`config.mk`:
```
export PLATFORM = sky130hd
export DESIGN_NAME = aead_seq_ctrl
export DESIGN_NICKNAME = d
export VERILOG_FILES = /design/src/rtl/aead_seq_ctrl.sv
export SDC_FILE = /design/constraint.sdc
export NUM_CORES = 1
export LEC_CHECK = 0
export ABC_AREA = 1
export ABC_CLOCK_PERIOD_IN_PS = 3050
export CORE_AREA = 2 2 672 674
export DETAILED_ROUTE_END_ITERATION = 16
export DIE_AREA = 0 0 674 676
export PLACE_DENSITY_LB_ADDON = 0.05
export SKIP_CTS_REPAIR_TIMING = 1
export SYNTH_ARGS = -nofsm -noshare
export SYNTH_HDL_FRONTEND = slang
export SYNTH_SLANG_ARGS = --single-unit
```
`constraint.sdc`:
```
create_clock -name clk -period 3.05 [get_ports clk]
set_clock_uncertainty 0.05 [all_clocks]
set_input_delay 0.305 -clock clk [delete_from_list [all_inputs] [get_ports clk]]
set_output_delay 0.305 -clock clk [all_outputs]
set_load 0.03 [all_outputs]
```
`src/rtl/aead_seq_ctrl.sv`:
```
// aead_seq_ctrl -- job sequencer in front of chacha20_poly1305_core.
//
// Takes one AEAD job descriptor and drives the core through the job:
// configure, request keystream, forward the AAD and payload block streams
// with byte-keep masks, send the length block, then collect the tag.
//
// Parameters
//   LEN_W   width of aad_len / pld_len (at most 64, at least 5)
//   TO_CYC  watchdog limit, in cycles spent in WAIT_TAG
//
// Ports
//   clk, rst_n                     clock, async active-low reset
//   start, key, nonce, ctr_init,   job descriptor, latched on start in IDLE
//   aad_len, pld_len
//   in_valid, in_data, in_ready    upstream blocks: AAD first, then payload
//   abort                          synchronous job abort
//   busy, done, err, tag           status and final tag
//   c_*                            core-side control and data
//
// Optional feature (macro AEAD_TAG_CHECK_EN):
//   adds exp_tag (latched on start) and tag_ok (tag == exp_tag, valid with done).
//
// States
//   IDLE     | waiting for start
//   CFG      | c_cfg_we pulse
//   KSREQ    | c_ks_req pulse
//   AAD      | AAD blocks pass through to the core
//   PLD      | payload blocks pass through to the core
//   LEN      | length block offered until accepted
//   WAIT_TAG | collecting tag_pre_xor and tagmask, watchdog running
//   FIN      | tag valid, done pulse

module aead_seq_ctrl #(
    parameter int LEN_W  = 16,
    parameter int TO_CYC = 1024
) (
    input  logic             clk,
    input  logic             rst_n,
    input  logic             start,
    input  logic [255:0]     key,
    input  logic [95:0]      nonce,
    input  logic [31:0]      ctr_init,
    input  logic [LEN_W-1:0] aad_len,
    input  logic [LEN_W-1:0] pld_len,
`ifdef AEAD_TAG_CHECK_EN
    input  logic [127:0]     exp_tag,
    output logic             tag_ok,
`endif
    input  logic             in_valid,
    input  logic [127:0]     in_data,
    output logic             in_ready,
    input  logic             abort,
    output logic             busy,
    output logic             done,
    output logic             err,
    output logic [127:0]     tag,
    output logic [255:0]     c_key,
    output logic [95:0]      c_nonce,
    output logic [31:0]      c_ctr_init,
    output logic             c_cfg_we,
    output logic             c_ks_req,
    output logic             c_aad_valid,
    output logic [127:0]     c_aad_data,
    output logic [15:0]      c_aad_keep,
    output logic             c_pld_valid,
    output logic [127:0]     c_pld_data,
    output logic [15:0]      c_pld_keep,
    output logic             c_len_valid,
    output logic [127:0]     c_len_block,
    output logic             c_algo_sel,
    input  logic             c_aad_ready,
    input  logic             c_pld_ready,
    input  logic             c_len_ready,
    input  logic [127:0]     c_tag_pre_xor,
    input  logic             c_tag_pre_xor_valid,
    input  logic [127:0]     c_tagmask,
    input  logic             c_tagmask_valid
);

    localparam int WD_W = (TO_CYC > 1) ? $clog2(TO_CYC) : 1;

    typedef enum logic [2:0] {
        S_IDLE, S_CFG, S_KSREQ, S_AAD, S_PLD, S_LEN, S_WAIT_TAG, S_FIN
    } state_t;

    state_t            state_q, state_d;
    logic [LEN_W-1:0]  rem_q, rem_d;
    logic [WD_W-1:0]   wd_q, wd_d;
    logic [LEN_W-1:0]  aad_len_q, pld_len_q;
    logic [255:0]      key_q;
    logic [95:0]       nonce_q;
    logic [31:0]       ctr_q;
    logic              have_pre_q, have_mask_q;
    logic [127:0]      pre_q, mask_q, tag_q;
    logic              err_q;
    logic              timeout, tag_done;
    logic              last_beat;
    logic [15:0]       keep_last, data_keep;
    logic [LEN_W-1:0]  rem_sat;
    logic              got_pre, got_mask;
    logic [127:0]      tag_xor;
`ifdef AEAD_TAG_CHECK_EN
    logic [127:0]      exp_tag_q;
    logic              tag_ok_q;
`endif

    // rem_q holds the bytes still owed in the current data phase, so the
    // current beat is the last one once no more than a full block remains.
    assign last_beat = (rem_q <= LEN_W'(16));
    assign keep_last = (rem_q[3:0] == 4'd0) ? 16'hffff
                                            : ((16'h0001 << rem_q[3:0]) - 16'h0001);
    assign data_keep = last_beat ? keep_last : 16'hffff;
    assign rem_sat   = (rem_q > LEN_W'(16)) ? (rem_q - LEN_W'(16)) : '0;

    // A tag half arriving in the final cycle counts together with a
    // previously captured one, so FIN follows the last valid directly.
    assign got_pre  = have_pre_q  | c_tag_pre_xor_valid;
    assign got_mask = have_mask_q | c_tagmask_valid;
    assign tag_xor  = (have_pre_q  ? pre_q  : c_tag_pre_xor) ^
                      (have_mask_q ? mask_q : c_tagmask);

    always_comb begin
        state_d     = state_q;
        rem_d       = rem_q;
        wd_d        = wd_q;
        busy        = (state_q != S_IDLE);
        done        = 1'b0;
        in_ready    = 1'b0;
        c_cfg_we    = 1'b0;
        c_ks_req    = 1'b0;
        c_aad_valid = 1'b0;
        c_pld_valid = 1'b0;
        c_len_valid = 1'b0;
        timeout     = 1'b0;
        tag_done    = 1'b0;
        case (state_q)
            S_IDLE: begin
                if (start) state_d = S_CFG;
            end
            S_CFG: begin
                c_cfg_we = 1'b1;
                state_d  = S_KSREQ;
            end
            S_KSREQ: begin
                c_ks_req = 1'b1;
                if (aad_len_q != '0) begin
                    state_d = S_AAD;
                    rem_d   = aad_len_q;
                end else if (pld_len_q != '0) begin
                    state_d = S_PLD;
                    rem_d   = pld_len_q;
                end else begin
                    state_d = S_LEN;
                end
            end
            S_AAD: begin
                c_aad_valid = in_valid;
                in_ready    = c_aad_ready;
                if (in_valid && c_aad_ready) begin
                    rem_d = rem_sat;
                    if (last_beat) begin
                        if (pld_len_q != '0) begin
                            state_d = S_PLD;
                            rem_d   = pld_len_q;
                        end else begin
                            state_d = S_LEN;
                        end
                    end
                end
            end
            S_PLD: begin
                c_pld_valid = in_valid;
                in_ready    = c_pld_ready;
                if (in_valid && c_pld_ready) begin
                    rem_d = rem_sat;
                    if (last_beat) state_d = S_LEN;
                end
            end
            S_LEN: begin
                c_len_valid = 1'b1;
                if (c_len_ready) begin
                    state_d = S_WAIT_TAG;
                    wd_d    = WD_W'(TO_CYC - 1);
                end
            end
            S_WAIT_TAG: begin
                if (got_pre && got_mask) begin
                    state_d  = S_FIN;
                    tag_done = 1'b1;
                end else if (wd_q == '0) begin
                    state_d = S_IDLE;
                    timeout = 1'b1;
                end else begin
                    wd_d = wd_q - WD_W'(1);
                end
            end
            S_FIN: begin
                done    = 1'b1;
                state_d = S_IDLE;
            end
            default: state_d = S_IDLE;
        endcase

        if (abort && state_q != S_IDLE) begin
            state_d  = S_IDLE;
            done     = 1'b0;
            timeout  = 1'b0;
            tag_done = 1'b0;
        end
    end

    always_ff @(posedge clk or negedge rst_n) begin
        if (!rst_n) begin
            state_q     <= S_IDLE;
            rem_q       <= '0;
            wd_q        <= '0;
            aad_len_q   <= '0;
            pld_len_q   <= '0;
            key_q       <= '0;
            nonce_q     <= '0;
            ctr_q       <= '0;
            have_pre_q  <= 1'b0;
            have_mask_q <= 1'b0;
            pre_q       <= '0;
            mask_q      <= '0;
            tag_q       <= '0;
            err_q       <= 1'b0;
`ifdef AEAD_TAG_CHECK_EN
            exp_tag_q   <= '0;
            tag_ok_q    <= 1'b0;
`endif
        end else begin
            state_q <= state_d;
            rem_q   <= rem_d;
            wd_q    <= wd_d;
            err_q   <= timeout;
            if (state_q == S_IDLE && start) begin
                aad_len_q <= aad_len;
                pld_len_q <= pld_len;
                key_q     <= key;
                nonce_q   <= nonce;
                ctr_q     <= ctr_init;
`ifdef AEAD_TAG_CHECK_EN
                exp_tag_q <= exp_tag;
`endif
            end
            // Captures only persist while we stay in WAIT_TAG; anything
            // seen in other states is dropped.
            if (state_q == S_WAIT_TAG && state_d == S_WAIT_TAG) begin
                if (c_tag_pre_xor_valid) begin
                    pre_q      <= c_tag_pre_xor;
                    have_pre_q <= 1'b1;
                end
                if (c_tagmask_valid) begin
                    mask_q      <= c_tagmask;
                    have_mask_q <= 1'b1;
                end
            end else begin
                have_pre_q  <= 1'b0;
                have_mask_q <= 1'b0;
            end
            if (tag_done) begin
                tag_q <= tag_xor;
`ifdef AEAD_TAG_CHECK_EN
                tag_ok_q <= (tag_xor == exp_tag_q);
`endif
            end
        end
    end

    assign err         = err_q;
    assign tag         = tag_q;
    assign c_key       = key_q;
    assign c_nonce     = nonce_q;
    assign c_ctr_init  = ctr_q;
    assign c_aad_data  = in_data;
    assign c_pld_data  = in_data;
    assign c_aad_keep  = data_keep;
    assign c_pld_keep  = data_keep;
    assign c_algo_sel  = 1'b1;
    assign c_len_block = {{(64-LEN_W){1'b0}}, aad_len_q, {(64-LEN_W){1'b0}}, pld_len_q};
`ifdef AEAD_TAG_CHECK_EN
    assign tag_ok      = tag_ok_q;
`endif

endmodule

```
==> Word level (Yosys, flattened, before mapping) <==
Cells that the tools add are included.
{ "word_totals": {"ff_bits": 832, "in_bits": 810, "output_inout_bits": 938} }
{ "op_classes": {"addsub": 3, "n_lt_le_gt_ge": 2, "n_eq_ne": 16, "shift": 1, "muxes": 47, "bitwise_logic": 3, "n_reduce_logical": 18} }
{ "ops": {"columns": ["operator", "n"], "rows": [
  ["$mux W128", 2],
  ["$mux W16", 9],
  ["$xor A128 B128 Y128", 1],
  ["$pmux W16 S3", 1],
  ["$reduce_bool A16 Y1", 2],
  ["$mux W10", 3],
  ["$mux W3", 10],
  ["$pmux W3 S8", 1],
  ["$pmux W10 S2", 1],
  ["$mux W1", 19],
  ["$gt A16 B5 Y1 const B", 1],
  ["$le A16 B5 Y1 const B", 1],
  ["$shl A1 B4 Y16 const A", 1],
  ["$sub A16 B1 Y16 const B", 1],
  ["$sub A16 B5 Y16 const B", 1],
  ["$eq A3 B3 Y1 const B", 5],
  ["$ne A2 B2 Y1 const B", 7],
  ["$logic_not A10 Y1", 1],
  ["$sub A10 B1 Y10 const B", 1],
  ["$reduce_and A4 Y1", 2],
  ["$eq A3 B2 Y1 const B", 2],
  ["$logic_and A1 B1 Y1", 6],
  ["$reduce_bool A3 Y1", 2],
  ["$logic_not A4 Y1", 1],
  ["7 further kinds", 9]
]} }

==> Logic depth before layout (Yosys ltp) <==
{ "logic_depth": {"ltp_word": 9, "depth_mapped": 15} }

==> Worst setup path after synthesis <==
Ideal clock, no wire load.
{ "synth_path": {"path_kind": "register -> output", "startpoint": "register rem_q[4]", "endpoint": "output port c_pld_keep[12]", "t_arrival_ns": 2.337, "path_slack_ns": 0.358, "stages_incl_launch_ff": 12, "path_cell_list": "dfrtp_1 > inv_1 > ha_1 > nand2_1 > inv_1 > nand2_1 > nand2_1 > nand2_1 > inv_1 > clkbuf_1 > o21ai_0 > buf_4"} }
{ "synth_between": {"elab_chain_len": 2} }
{ "synth_lines": {"columns": ["element", "line", "text"], "rows": [
  ["start: declaration", "87", "logic [LEN_W-1:0] rem_q, rem_d;"],
  ["start signal: assignment", "234", "rem_q <= rem_d;"],
  ["$le A16 B5 Y1", "109", "assign last_beat = (rem_q <= LEN_W'(16));"],
  ["$mux W16", "112", "assign data_keep = last_beat ? keep_last : 16'hffff;"],
  ["end: declaration", "67", "output logic [15:0] c_pld_keep,"]
]} }
Every way passes these cells.

==> Worst setup path in the final report <==
{ "layout_path": {"startpoint": "register rem_q[14]", "endpoint": "output port c_pld_keep[5]"} }
The elaborated chain is that of the path after synthesis.

==> results.md <==
* Outcome: completed
* Drt first pass iters at 5
* Cell count after synthesis at ~4000
* Die Y at 676 µm
* Number of buffers added on ports at approximately 1300
* Placed cell count at between 10000 and 15000
* M1 GR Usage at a little under an eighth
* CTS root buffer: clkbuf_16
* CP required at roughly 2.7 ns
* Leading cell type in the layout, fill and taps excluded: clkdlybuf4s50_1
* Crit. End Element: output port
* Starting density of the core at just under 9%
* Critical path peak fanout at 5
* Die Span X at roughly 670 µm
* Clock sinks at roughly 830
* Core area at between 400000 and 500000 µm²
* Setup CP Type: reg -> out
* Post-Route WL at ~280000 µm
* Via count at approximately 34000
* Largest net degree at the start of global routing at ~100
* HP Class: in -> reg
* Gr usage total at between 10% and 20%
* Vias per inst at approximately 3.0
* Synth Flop Type: dfrtp_1
* Wire per inst at ~25 µm
* Crit. Startpoint: rem_q[14]
* Met3 GRT Util at about 5.1%
* Area grow syn2layout at 65.1%
* Tcrit/Tclk final at 95.4%
* Hold Fails Final Rpt at 0
* First-pass GRT wire length at about 370000 µm
* Fin cells at roughly 11000
* Synth area leader: dfrtp_1
* Post-synth top area share at 52.3%
* Num rows at 246
* EDFF count, synth at 0
* Layout cells sized above 1 at between 10 and 15%
* HPWL Detailed at around 220000 µm
* Drt drc at 0
* Mapped cell area at about 40000 µm²
* Initial antenna violation count at 180
* Post-DP Area at 58000 µm²
* Async SR Flop Fraction at 100%
* Synth warn at 0
* Crit path arrival time at 2.55 ns
* Clock-pin slew on the worst setup and hold paths at about 0.05 ns
* TritonCTS clock tree: done
* Leak pwr at 27.2 nW
* Post-layout min period at roughly 2.9 ns
* Final setup vio count at 0
* Max Cap Violations at 0
* RR Startpoint: pld_len_q[14]
* Power Density at just under 900 nW/µm²
* Clock latency on the worst-skew pair at 0.87 ns
* Top cells by area, synth: dfrtp_1 52%, mux2_2 11%, nand2_1 9.4%, buf_4 7.4%, nand4_1 4.2%
* Synth Area per Inst at 10.2 µm²
* Relative slew slack at ~36%
* Initial DRC count at around 1300
* Unique masters post-synth at 40
* Grt met2 use at between 20% and 30%
* Grt ovf at 0
* F_max at 344 MHz
* Fin nets at 6079
* Most frequent cells in the layout: 1228 x clkdlybuf4s50_1, 993 x nand2_1, 830 x dfrtp_1
* CTS Buffer Depth at 4
* Grt peak-use layer: met2
* RSZ-0062 raised after global routing: yes
* CTS Buf Count at approximately 140
* Antenna viol nets, final at 0
* Die area at about 460000 µm²
* Startpoint Class: register
* Vias in the first global route at 35100
* H-tree levels at 4
* Actual slew at the worst max-slew pin at between 0.9 and 1 ns
* Seq/Total Area, Yosys at a little over half
* Io pins at 1748
* Design area at roughly 66000 µm²
* GP Congestion at around 0.74
* TNS Setup at 0 ns
* Final Slew Violations at 0
* Max VDD drop at 0.448 mV
* Hold path startpoint: nonce[58]
* FF+latch count, synth at roughly 830
critical path, cell delays in order (launching register included):
cell	delay, ns
dfrtp_1	0.43
nor2_1	0.13
nand2_1	0.11
nor2_4	0.16
nand2_1	0.08
nand2_1	0.14
nand2_4	0.11
nor2_4	0.12
o21ai_0	0.14
dlymetal6s2s_1	0.27
logic make-up (layout without fill, tap and decap cells):
kind of cell / count (synthesis) / after routing / synth area share [%]
buffers and inverters: 673 / 2031 / 10.8
adder cells (fa/ha/maj): 5 / 5 / 0.157
AO/OA/AOI/OAI: 217 / 217 / 2.88
flip-flops: 832 / 832 / 52.3
XOR/XNOR: 138 / 138 / 3.04
multiplexers: 528 / 528 / 14.5
AND/OR/NAND/NOR: 1514 / 1514 / 16.2
other: 2 / 128 / 0.0189
synth_stat cells, types with 2 or more instances:
cell and n:
nand2_1 994, dfrtp_1 832, mux2_2 400, buf_4 390, nand4_1 265, nor2_1 207
a21oi_1 158, xor2_1 136, mux2i_1 128, buf_2 106, clkbuf_1 77, inv_1 63
o21ai_0 31, nand3_1 26, buf_6 24, a31oi_1 10, buf_1 8, nor3_1 6
ha_1 5, inv_2 5, a22oi_1 3, nand2_2 3, nand3_2 3, nor4_1 3
o22ai_1 3, a22o_1 2, conb_1 2, nand3b_1 2, nor2_4 2, o211ai_1 2
o21ai_2 2, o21bai_1 2, xnor2_1 2
state kept, by name (all words and copies together) (netlist names):
signal / flops
c_ctr_init: 32
aad_len_q: 16
c_nonce: 96
pld_len_q: 16
rem_q: 16
c_key: 256
have_mask_q: 1
err: 1
wd_q: 10
have_pre_q: 1
mask_q: 128
pre_q: 128
state_q: 3
tag: 128
per-layer routing:
metal / up-vias / wire [µm]
met5: - / 300
met4: 50 / 8390
met3: 668 / 25600
met2: 1270 / 153000
met1: 16500 / 95200
li1: 15300 / -
layout make-up:
type / count / area [µm²]
fillers: 50500 / 382000
repair buffers: 1717 / 17500
flip-flops and latches: 832 / 20800
diodes: 29 / 72.6
clock buffers: 230 / 4300
clock inverters: 16 / 190
well taps: 5952 / 7450
inverters: 68 / 274
multi-input cells: 2501 / 15100
worst paths after layout:
kind | slack [ns] | to | depth (start not counted)
max reg2reg | 0.35 | mask_q[26] | 13
max | 0.14 | c_pld_keep[5] | 9
min reg2reg | 0.42 | pre_q[86] | 2
max in group asynchronous | 1.93 | pre_q[22] | 4
min | 0.03 | c_nonce[58] | 2
min in group asynchronous | 0.06 | mask_q[111] | 2
metrics by stage:
stage               hold slack (ns)  worst slack, ns  utilization (%)  power (mW)
floorplan                   -0.0406            0.358                -        28.4
global placement              0.365            0.197             12.9        41.6
detailed placement            0.364            0.255             12.9        41.4
CTS                          -0.574           -0.692             13.9        59.1
global route                -0.0206          -0.0924             14.7        61.2
finish                       0.0282            0.142             14.7        57.7
power by group:
part	leakage, nW	switching, mW	internal, mW
registers	10.5	2.10	14.1
clock network	2.18	6.82	9.79
logic	14.5	15.0	9.88
total	27.2	23.9	33.8
No activity file was read; power rests on OpenSTA's default activity.
